--- src/rtl/sirena_pkg.sv ---
// Shared encodings for the siren pitch detector.
// Latency: n/a (types and constants only).
// Backpressure: n/a.
package sirena_pkg;

    // Detector tracking state
    typedef enum logic [1:0] {
        ST_IDLE  = 2'd0,
        ST_ARMED = 2'd1,
        ST_TRACK = 2'd2
    } state_t;

    // Pitch trend reported on the sweep output; 2'b11 is never produced
    typedef enum logic [1:0] {
        SW_STEADY = 2'b00,
        SW_UP     = 2'b01,
        SW_DOWN   = 2'b10
    } sweep_t;

endpackage

--- src/rtl/sirena_edge_sync.sv ---
// Synchronizes audio_in, optionally deglitches it (SIRENA_DET_GLITCH_EN), emits a one-cycle rise pulse.
// Latency: input setup before edge k -> rise high after edge k+2 (plus GLITCH_N with the filter).
// Backpressure: none; free-running level input, pulse output.
module sirena_edge_sync #(
    parameter int GLITCH_N = 4
) (
    input  logic clk_in,
    input  logic rst,
    input  logic audio_in,
    output logic rise
);

`ifdef SIRENA_DET_GLITCH_EN
    localparam bit FILT_EN = 1'b1;
`else
    localparam bit FILT_EN = 1'b0;
`endif

    logic sync1_q, sync1_d;
    logic sync2_q, sync2_d;
    logic prev_q, prev_d;
    logic rise_q, rise_d;
    logic lvl;

    // Two-flop synchronizer, previous-level register and registered edge pulse
    always_comb begin
        sync1_d = audio_in;
        sync2_d = sync1_q;
        prev_d  = lvl;
        rise_d  = lvl & ~prev_q;
    end

    // Synchronizer/edge state; everything cleared so the first post-reset edge counts from 0
    always_ff @(posedge clk_in) begin
        if (rst) begin
            sync1_q <= 1'b0;
            sync2_q <= 1'b0;
            prev_q  <= 1'b0;
            rise_q  <= 1'b0;
        end else begin
            sync1_q <= sync1_d;
            sync2_q <= sync2_d;
            prev_q  <= prev_d;
            rise_q  <= rise_d;
        end
    end

    if (FILT_EN && (GLITCH_N > 0)) begin : g_filt
        localparam int GW = $clog2(GLITCH_N + 1);
        logic          filt_q, filt_d;
        logic [GW-1:0] gcnt_q, gcnt_d;

        // Accept a new level only after it has differed for GLITCH_N consecutive cycles
        always_comb begin
            filt_d = filt_q;
            gcnt_d = '0;
            if (sync2_q != filt_q) begin
                if (gcnt_q == GW'(GLITCH_N - 1)) begin
                    filt_d = sync2_q;
                end else begin
                    gcnt_d = gcnt_q + 1'b1;
                end
            end
        end

        // Filter level and run-length counter
        always_ff @(posedge clk_in) begin
            if (rst) begin
                filt_q <= 1'b0;
                gcnt_q <= '0;
            end else begin
                filt_q <= filt_d;
                gcnt_q <= gcnt_d;
            end
        end

        assign lvl = filt_q;
    end else begin : g_nofilt
        assign lvl = sync2_q;
    end

    assign rise = rise_q;

endmodule

--- src/rtl/sirena_detector.sv ---
// Measures square-wave period on audio_in and reports tone presence and pitch trend (glitch filter: SIRENA_DET_GLITCH_EN).
// Latency: audio_in rise set up before edge k -> period/period_valid/sweep update at edge k+3.
// Backpressure: none; period_valid is a one-cycle pulse with no ready.
module sirena_detector #(
    parameter int CNT_W    = 18,
    parameter int TIMEOUT  = 2**18 - 1,
    parameter int TOL      = 64,
    parameter int GLITCH_N = 4
) (
    input  logic             clk_in,
    input  logic             rst,
    input  logic             audio_in,
    output logic [CNT_W-1:0] period,
    output logic             period_valid,
    output logic             tone_present,
    output logic [1:0]       sweep
);
    import sirena_pkg::*;

    localparam logic [CNT_W-1:0] TMO   = CNT_W'(TIMEOUT);
    localparam logic [CNT_W:0]   TOL_X = (CNT_W + 1)'(TOL);

    logic             rise;
    logic [CNT_W-1:0] cnt_q, cnt_d;
    state_t           state_q, state_d;
    logic [CNT_W-1:0] period_q, period_d;
    logic             period_valid_q, period_valid_d;
    sweep_t           sweep_q, sweep_d;
    logic [CNT_W:0]   cnt_x, per_x;
    sweep_t           trend;

    sirena_edge_sync #(
        .GLITCH_N (GLITCH_N)
    ) u_edge (
        .clk_in   (clk_in),
        .rst      (rst),
        .audio_in (audio_in),
        .rise     (rise)
    );

    // Cycle counter: restarts at 1 on each edge, saturates at the timeout value
    always_comb begin
        cnt_d = cnt_q;
        if (rise) begin
            cnt_d = CNT_W'(1);
        end else if (cnt_q != TMO) begin
            cnt_d = cnt_q + 1'b1;
        end
    end

    // Trend of the new period against the last one, one bit wider so the tolerance cannot wrap
    always_comb begin
        cnt_x = {1'b0, cnt_q};
        per_x = {1'b0, period_q};
        trend = SW_STEADY;
        if (cnt_x + TOL_X < per_x) begin
            trend = SW_UP;
        end else if (cnt_x > per_x + TOL_X) begin
            trend = SW_DOWN;
        end
    end

    // Next state and outputs; an edge coinciding with the timeout is a normal capture
    always_comb begin
        state_d        = state_q;
        period_d       = period_q;
        period_valid_d = 1'b0;
        sweep_d        = sweep_q;
        case (state_q)
            ST_IDLE: begin
                if (rise) begin
                    state_d = ST_ARMED;
                end
            end
            ST_ARMED: begin
                if (rise) begin
                    period_d       = cnt_q;
                    period_valid_d = 1'b1;
                    state_d        = ST_TRACK;
                end else if (cnt_q == TMO) begin
                    state_d  = ST_IDLE;
                    period_d = '0;
                    sweep_d  = SW_STEADY;
                end
            end
            ST_TRACK: begin
                if (rise) begin
                    period_d       = cnt_q;
                    period_valid_d = 1'b1;
                    sweep_d        = trend;
                end else if (cnt_q == TMO) begin
                    state_d  = ST_IDLE;
                    period_d = '0;
                    sweep_d  = SW_STEADY;
                end
            end
            default: begin
                state_d  = ST_IDLE;
                period_d = '0;
                sweep_d  = SW_STEADY;
            end
        endcase
    end

    // Counter, FSM and output registers
    always_ff @(posedge clk_in) begin
        if (rst) begin
            cnt_q          <= '0;
            state_q        <= ST_IDLE;
            period_q       <= '0;
            period_valid_q <= 1'b0;
            sweep_q        <= SW_STEADY;
        end else begin
            cnt_q          <= cnt_d;
            state_q        <= state_d;
            period_q       <= period_d;
            period_valid_q <= period_valid_d;
            sweep_q        <= sweep_d;
        end
    end

    assign period       = period_q;
    assign period_valid = period_valid_q;
    assign tone_present = (state_q == ST_TRACK);
    assign sweep        = sweep_q;

endmodule

--- config.mk ---
export PLATFORM = sky130hd
export DESIGN_NAME = sirena_detector
export DESIGN_NICKNAME = d
export VERILOG_FILES = /design/src/rtl/sirena_pkg.sv /design/src/rtl/sirena_edge_sync.sv /design/src/rtl/sirena_detector.sv
export SDC_FILE = /design/constraint.sdc
export NUM_CORES = 1
export LEC_CHECK = 0
export CORE_ASPECT_RATIO = 1.75
export CORE_MARGIN = 3
export CORE_UTILIZATION = 37
export CTS_BUF_LIST = sky130_fd_sc_hd__clkbuf_16
export DETAILED_ROUTE_END_ITERATION = 7
export PLACE_DENSITY_LB_ADDON = 0.12
export SLEW_MARGIN = 20
export SYNTH_ARGS = -nofsm -noshare
export SYNTH_HDL_FRONTEND = slang
export SYNTH_SLANG_ARGS = --single-unit
--- constraint.sdc ---
create_clock -name clk_in -period 2.55 [get_ports clk_in]
set_input_delay 0.3825 -clock clk_in [delete_from_list [all_inputs] [get_ports clk_in]]
set_output_delay 0.3825 -clock clk_in [all_outputs]
set_load 0.01 [all_outputs]
# == Yosys cells after proc, flatten, opt, wreduce, memory -nomap -nowiden ==
# Index checks and enable logic that the tools add are counted.
# totals
inputBits,3
regBits,45
# op_classes
mux,17
add_sub_neg,3
eq_ne,8
bitwise_logic,4
magnitude_cmp,2
reduce_logical,8
# op_table
cell,count
adder 18 x 7 -> 19 bit (second input constant),2
two-way mux 18 bit,2
one-hot mux 18 bit (2 select lines),1
> comparator 18 x 19 -> 1 bit,1
< comparator 19 x 18 -> 1 bit,1
adder 18 x 1 -> 18 bit (second input constant),1
== test 18 bit (second input constant),1
two-way mux 2 bit,9
inequality test 18 bit (second input constant),1
one-hot mux 2 bit (3 select lines),2
AND reduction 2 bit,3
OR reduction 2 bit,3
inequality test 2 bit (second input constant),2
two-way mux 1 bit,3
inequality test 3 x 1 -> 1 bit (second input constant),1
inverter 1 bit,3
== test 2 x 1 -> 1 bit (second input constant),1
== test 2 bit (second input constant),1
logical NOT 2 bit,1
inequality test 2 x 1 -> 1 bit (second input constant),1
nonzero test 2 bit,1
bitwise AND 1 bit,1

# == Logic depth before layout (Yosys ltp) ==
# Gate-level depths: netlist (run 1).
# logic_depth
depth_word,6
depth_mapped,11
ltp_nobuf,10

# == Modules after synthesis ==
# From an unflattened synthesis (run 1), not the netlist that was laid out.
# hier_totals
cells_unflattened,359
hier_area_um2,2981.6
# by_module_without_submodules
mod,cells_per_inst,n_inst,area_per_inst_um2,seq_area_each_um2
sirena_detector,351,1,2870.3,820.8
sirena_edge_sync,8,1,111.4,80.1

# == Worst setup path before layout (run 1) ==
# OpenSTA, ideal clock, no wires.
# synth_path
path_type,register to register
startpoint,register cnt_q[8]
endpoint,register sweep_q[0] (netlist: sweep[0])
slack_ps,-85
t_arrival_ps,2516
synth_period_minus_slack_ps,2635
stages_incl_launch_ff,12
path_cell_list,dfxtp_1 -> clkbuf_2 -> nand4_1 -> or4_4 -> nor2_1 -> xor2_1 -> ha_1 -> nand3_1 -> nor3_1 -> o311a_1 -> a2111oi_0 -> o221a_1
# synth_between
elab_chain_len,5
word_cells_on_any_way,8
# synth_rtl
item,line_no,text
start: declaration,sirena_detector.sv:24,"logic [CNT_W-1:0] cnt_q, cnt_d;"
start signal: assignment,sirena_detector.sv:114,cnt_q <= cnt_d;
adder 18 x 7 -> 19 bit,sirena_detector.sv:56,if (cnt_x + TOL_X < per_x) begin
< comparator 19 x 18 -> 1 bit,sirena_detector.sv:56,
two-way mux 2 bit,sirena_detector.sv:56,
two-way mux 2 bit,sirena_detector.sv:87,if (rise) begin
one-hot mux 2 bit (3 select lines) *,sirena_detector.sv:69,case (state_q)
end signal: assignment,sirena_detector.sv:118,sweep_q <= sweep_d;
end: declaration,sirena_detector.sv:28,"sweep_t sweep_q, sweep_d;"
# Every way passes the cells marked *; elsewhere a longest branch is shown, timed or not. The select of a mux whose other input is x is not followed.
# A chain may end at the register's enable or synchronous reset.

# == Worst setup path in the final report (run 1) ==
# layout_path
startpoint,register period_q[7] (netlist: period[7])
endpoint,register sweep_q[1] (netlist: sweep[1])
# layout_between
elab_chain_len,6
word_cells_on_any_way,7
# layout_rtl
item,line_no,text
start: declaration,sirena_detector.sv:26,"logic [CNT_W-1:0] period_q, period_d;"
start signal: assignment,sirena_detector.sv:116,period_q <= period_d;
adder 18 x 7 -> 19 bit,sirena_detector.sv:58,end else if (cnt_x > per_x + TOL_X) begin
> comparator 18 x 19 -> 1 bit,sirena_detector.sv:58,
two-way mux 2 bit,sirena_detector.sv:58,
two-way mux 2 bit *,sirena_detector.sv:56,
two-way mux 2 bit *,sirena_detector.sv:87,
one-hot mux 2 bit (3 select lines) *,sirena_detector.sv:69,
# Every way passes the cells marked *; elsewhere a longest branch is shown, timed or not.

==> impl_metrics.ini, run 1 <==
[worst_hold_path]
hold_depth = 1
hp-start = u_edge.prev_q
hold_end = u_edge.rise
hold_path.class = flip-flop to flip-flop

[logic_synthesis]
synth.most_common_cell = dfxtp_1
synth_seq_area_share_pct = 29.3
synth_top_area_cell = dfxtp_1
yosys.cell_types.count = 51
synth_common_cells = dfxtp_1 (45), ha_1 (37), nand2_1 (32), inv_1 (29), xnor2_1 (25)
synth_nets = 395
synthArstFlopShare_pct = 0
synth-seq-cells = 45
syn_area_um2 = 3070
synth_edf_count = 0
yosys_warnings = 0
syn_inst = 355
synth_top_area_share_pct = 29.3
yosys-top-cells-area = dfxtp_1 (29%), ha_1 (15%), xnor2_1 (7.1%)
synthFlopType = dfxtp_1
avgSynthCellArea_um2 = 8.65

[placement]
dp_cells = 493
gp_congestion = 0.827
io_buffers = 24
dpl.hpwl_um = 6600
dpl_cell_area_um2 = 3640

[grt]
antenna_found_initial = 0
grt_max_degree = 19
grt_pass1_wl_um = 14200
gr-usage-all-layers_pct = 19.7
gr-total-overflow = 0
grt_pass1_vias = 2820

[die]
num_io_pins = 25
die_x_um = 74.9
start_util_pct = 38.3
placementRows = 43
core_area_um2 = 8020
die_y_um = 127
dieArea_um2 = 9470

[sta]
fin_hold_ws_ns = 0.386
hold_viol_final = 0
tightest_slew_ns = 0.398
slew_viol_final = 0
min_period_ns = 2.49
rsz0062_at_grt = yes
final-setup-viol-count = 0
fin_crit_sh_pct = 97.8
maxSlewHeadroom_pct = 73.5
setup-tns-final_ns = 0
skew_ns = 0.00486
timing.fmax_mhz = 401

[setup_path]
worst-path-buf-inv = 1
reg2reg_slack_ns = 0.06
crit_path_top_delay_cell = o41a_1
cp_max_fo = 5
cp.arrival_ns = 2.67
crit_chain = buf_4 -> nand4_1 -> nor2_2 -> nand4_1 -> xnor2_1 -> ha_1 -> nand4_1 -> o41a_1 -> o211ai_1 -> o32ai_1
crit_top_cell = nand4_1
r2r_end = sweep[1]
reg2reg_from = period[7]
critPathTopFamily = simple AND/OR/NAND/NOR gates
end_kind = flip-flop
worstSetupStartpointType = flip-flop
slowest_delay_ns = 0.44
r2r_cells = 10
critPathRequiredTime_ns = 2.72
path_class = flip-flop to flip-flop

[power]
vdd_drop_max_v = 0.000418
power.total_mw = 2.33
power.density_nw_per_um2 = 599
p_leak_nw = 1.53

[layout]
area_delta_synth_final_pct = 26.4
nets = 452
drive_above_1_share_pct = 17.9
antenna_cells = 0
fill_cells = 804
instances_no_fill = 503
design_area_um2 = 3880

[drt]
drt-pass1-iter-count = 4
drtIter0Drc = 94
remaining_drc_errors = 0
vias_per_cell = 5.50
vias = 2767
drt-wirelength-per-cell_um = 17.1
wirelength_um = 8610
postRouteAntennaNets = 0

[clocking]
cts_root_buf = clkbuf_16
clock_latency_ns = 0.29
ctsHoldBuffers = 0
cts_made_buffers = 5
htree_levels = 2
tritoncts = yes
cts.sinks = 45
clk_pin_slew_ns = 0.07
cts_max_path_buffers = 2

[flow_run]
drv_cap = 0

[run_status]
status = completed
-- cell type report --
cell class	count	area [um^2]	share of cell area, %
Multi-Input combinational cell	268	2050	52.8
Clock inverter	3	41.3	1.06
Inverter	29	109	2.80
Sequential cell	45	910	23.4
Clock buffer	5	125	3.22
Tap cell	90	113	2.90
Timing Repair Buffer	63	533	13.7
-- state kept, by name, indices dropped and copies added, names as in the netlist, 2 cells and up --
register,cells
period,18
sweep,2
cnt_q,18
state_q,2
-- placed cells by master, fill, tap and decap left out, types with 2 or more instances in the layout --
master            n
a211oi_1         11
a21o_1            6
a21oi_1          18
a2bb2oi_1        18
a31oi_1           2
and3_1            2
buf_4            39
clkbuf_16         5
clkdlybuf4s50_1  24
dfxtp_1          40
dfxtp_2           4
ha_1             36
inv_1            29
nand2_1          32
nand3_1          13
nand4_1           9
nor2_1           18
nor2_2            2
nor2b_1           5
nor3_1            8
nor3_2            2
o2111ai_1         2
o21a_1            2
o21ai_0          11
o21ai_1           3
or2_2             2
or3_1             2
or4_1             2
xnor2_1          25
xor2_1            9
-- routing by layer --
layer  GRT usage, %  routed length [um]
met1           23.0                3510
met5              0                   0
met3           3.25                 163
met4           9.96                 375
met2           33.3                4560
-- worst max path at each step --
stage	startpoint	to	slack (ns)	depth (start not counted)
after floorplan	cnt_q[8]	sweep[1]	0.01	11
after global placement	cnt_q[6]	sweep[0]	0.04	10
after detailed placement	cnt_q[7]	sweep[1]	-0.05	10
after CTS	cnt_q[6]	sweep[0]	0.0009	11
after global routing	period[6]	sweep[1]	-0.11	11
final	period[7]	sweep[1]	0.06	10
-- power by group --
group | internal [mW] | switching, mW | leakage [nW] | total, mW
Sequential | 0.765 | 0.0541 | 0.369 | 0.820
Combinational | 0.374 | 0.379 | 1.09 | 0.753
Clock | 0.459 | 0.294 | 0.0775 | 0.753
Total | 1.60 | 0.727 | 1.53 | 2.33
-- cells by family after synthesis --
family | after synthesis | share of synthesized area (%)
multiplexers | 1 | 0.367
buffers and inverters | 42 | 5.91
AO/OA/AOI/OAI | 84 | 19.9
AND/OR/NAND/NOR | 112 | 19.7
XOR/XNOR | 34 | 9.70
flip-flops | 45 | 29.3
adder cells (fa/ha/maj) | 37 | 15.1
-- per-stage QoR --
stage	setup WS, ns	util [%]
floorplan	0.0100	-
global placement	0.0390	45.4
global route	-0.107	48.4
detailed placement	-0.0520	45.4
CTS	0.000909	47.7
finish	0.0554	48.4
-- what timing repair did --
item / in CTS / in global routing
pin swaps: 3 / 6
endpoints found under the setup margin: 2 / 2
gates resized for setup: 1 / 15
setup buffers: 1 / 1
(Power assumes the default switching activity.)
==> inputs of run 2 (changes only) <==
--- a/config.mk
+++ b/config.mk
@@ -10,7 +10,9 @@
 export CORE_UTILIZATION = 37
 export CTS_BUF_LIST = sky130_fd_sc_hd__clkbuf_16
 export DETAILED_ROUTE_END_ITERATION = 7
-export PLACE_DENSITY_LB_ADDON = 0.12
+export GPL_ROUTABILITY_DRIVEN = 0
+export HOLD_SLACK_MARGIN = 0.05
+export PLACE_DENSITY_LB_ADDON = 0.08
 export SLEW_MARGIN = 20
 export SYNTH_ARGS = -nofsm -noshare
 export SYNTH_HDL_FRONTEND = slang
==> run 2 against run 1 <==
  * Setup slack better by 0.043 ns
  * Non-clock buffer count stayed put
  * Worst hold slack better by 0.0047 ns
  * Power is 4.6% lower
  * Die area stayed put
  * Sequential share of layout area hardly changed
  * First-iteration DRC count is 4.3% lower
  * Clock skew is 0.00065 ns higher
  * Register-to-register slack better by 0.04 ns
  * Largest power group unchanged
  * Critical path depth stayed put
  * Wire length is 1.3% lower
==> impl_metrics.ini, run 2 (synthesis gave the netlist of run 1 again) <==
[drt]
wirelength_um = 8500
drtIter0Drc = 90
remaining_drc_errors = 0
vias = 2714
vias_per_cell = 5.40
drt-pass1-iter-count = 4
postRouteAntennaNets = 0
drt-wirelength-per-cell_um = 16.9

[layout]
layout_commonest_cell = buf_4
design_area_um2 = 3880
antenna_cells = 0
final_cell_mix = buf_4 (38), dfxtp_1 (37), ha_1 (36), nand2_1 (32), inv_1 (30)
post-route-util_pct = 48.4
drive_above_1_share_pct = 19.4
nets = 452
area_delta_synth_final_pct = 26.4
instances_no_fill = 503

[die]
placementRows = 43
num_io_pins = 25
dieArea_um2 = 9470
start_util_pct = 38.3
die_x_um = 74.9
core_area_um2 = 8020
die_y_um = 127

[setup_path]
cp_max_fo = 4
path_class = flip-flop to flip-flop
end_kind = flip-flop
worst-path-buf-inv = 0
r2r_cells = 10
cp.arrival_ns = 2.68
reg2reg_from = cnt_q[11]
crit_path_top_delay_cell = or4_4
worstSetupStartpointType = flip-flop
slowest_delay_ns = 0.53
critPathRequiredTime_ns = 2.78
reg2reg_slack_ns = 0.1
r2r_end = sweep[0]
critPathTopFamily = simple AND/OR/NAND/NOR gates
crit_chain = nand2_1 -> or4_4 -> nor2_4 -> xor2_1 -> ha_1 -> nand3_2 -> nor3_2 -> o311a_1 -> a2111oi_2 -> o221a_1

[run_status]
status = completed

[sta]
setup_slack_ns = 0.0989
maxSlewHeadroom_pct = 67.9
timing.fmax_mhz = 408
hold_viol_final = 0
tightest_slew_ns = 0.478
setup-tns-final_ns = 0
final-setup-viol-count = 0
min_period_ns = 2.45
fin_crit_sh_pct = 96.1
skew_ns = 0.00551
slew_viol_final = 0

[worst_hold_path]
hold_path.class = flip-flop to flip-flop
hold_end = u_edge.rise
hold_depth = 1
hp-start = u_edge.prev_q

[clocking]
htree_levels = 2
cts_made_buffers = 5
clk_pin_slew_ns = 0.06
tritoncts = yes
cts_root_buf = clkbuf_16
cts.sinks = 45
cts_max_path_buffers = 2
clock_latency_ns = 0.29
ctsHoldBuffers = 0

[power]
power.density_nw_per_um2 = 572
p_leak_nw = 1.55
vdd_drop_max_v = 0.000357

[grt]
grt_pass1_vias = 2628
grt_pass1_wl_um = 13400
grt_max_degree = 19
gr-usage-all-layers_pct = 18.7
antenna_found_initial = 0
gr-total-overflow = 0

[placement]
dp_slack_ns = -0.0369
io_buffers = 24
dpl.hpwl_um = 6440
dpl_cell_area_um2 = 3640
dp_cells = 491

[flow_run]
drv_cap = 0
## run 2: cell types whose count changed in the layout (fill, tap and decap cells not counted), sizes merged
cell | before | now
bufinv | 1 | 0
inv | 29 | 30
clkinvlp | 1 | 0
clkinv | 1 | 2
## run 2: final cells by class
| cell class | instances | area [um^2] |
|---|---|---|
| Tap cell | 90 | 113 |
| Inverter | 29 | 109 |
| Multi-Input combinational cell | 268 | 2060 |
| Clock buffer | 5 | 125 |
| Sequential cell | 45 | 911 |
| Timing Repair Buffer | 63 | 546 |
| Clock inverter | 3 | 13.8 |
| Fill cell | 799 | 4140 |
## run 2: stage by stage
stage | total power [mW] | hold WS (ns)
6_report | 2.22 | 0.391
5_1_grt | 2.36 | 0.426
4_1_cts | 2.24 | 0.394
3_5_place_dp | 1.57 | 0.377
3_3_place_gp | 1.56 | 0.377
2_1_floorplan | 1.28 | 0.367
## run 2: worst max path at each step
stage | slack, ns | start | endpoint | cells after the start
floorplan | 0.01 | cnt_q[8] | sweep[1] | 11
global route | -0.03 | cnt_q[11] | sweep[0] | 10
detailed placement | -0.04 | cnt_q[7] | sweep[1] | 10
global placement | 0.03 | cnt_q[7] | sweep[0] | 9
finish | 0.1 | cnt_q[11] | sweep[0] | 10
CTS | 0.003 | cnt_q[6] | sweep[0] | 9
## run 2: what timing repair did
action / CTS / global route
pin swaps: 1 / 11
setup endpoints to repair: 2 / 2
buffers inserted: 1 / 3
gates resized for setup: 3 / 20
## run 2: metal layers
| metal | vias to the layer above | share of wire [%] | GRT usage [%] |
|---|---|---|---|
| met2 | 36 | 55 | 33.1 |
| li1 | 1384 | - | - |
| met5 | - | 0 | 0 |
| met3 | 14 | 2.9 | 3.41 |
| met1 | 1280 | 39 | 20.8 |
| met4 | 0 | 2.9 | 8.18 |
## run 2: power breakdown
part | total (mW) | switching (mW) | internal, mW
clock network | 0.639 | 0.283 | 0.357
registers | 0.828 | 0.0611 | 0.767
logic | 0.750 | 0.370 | 0.380
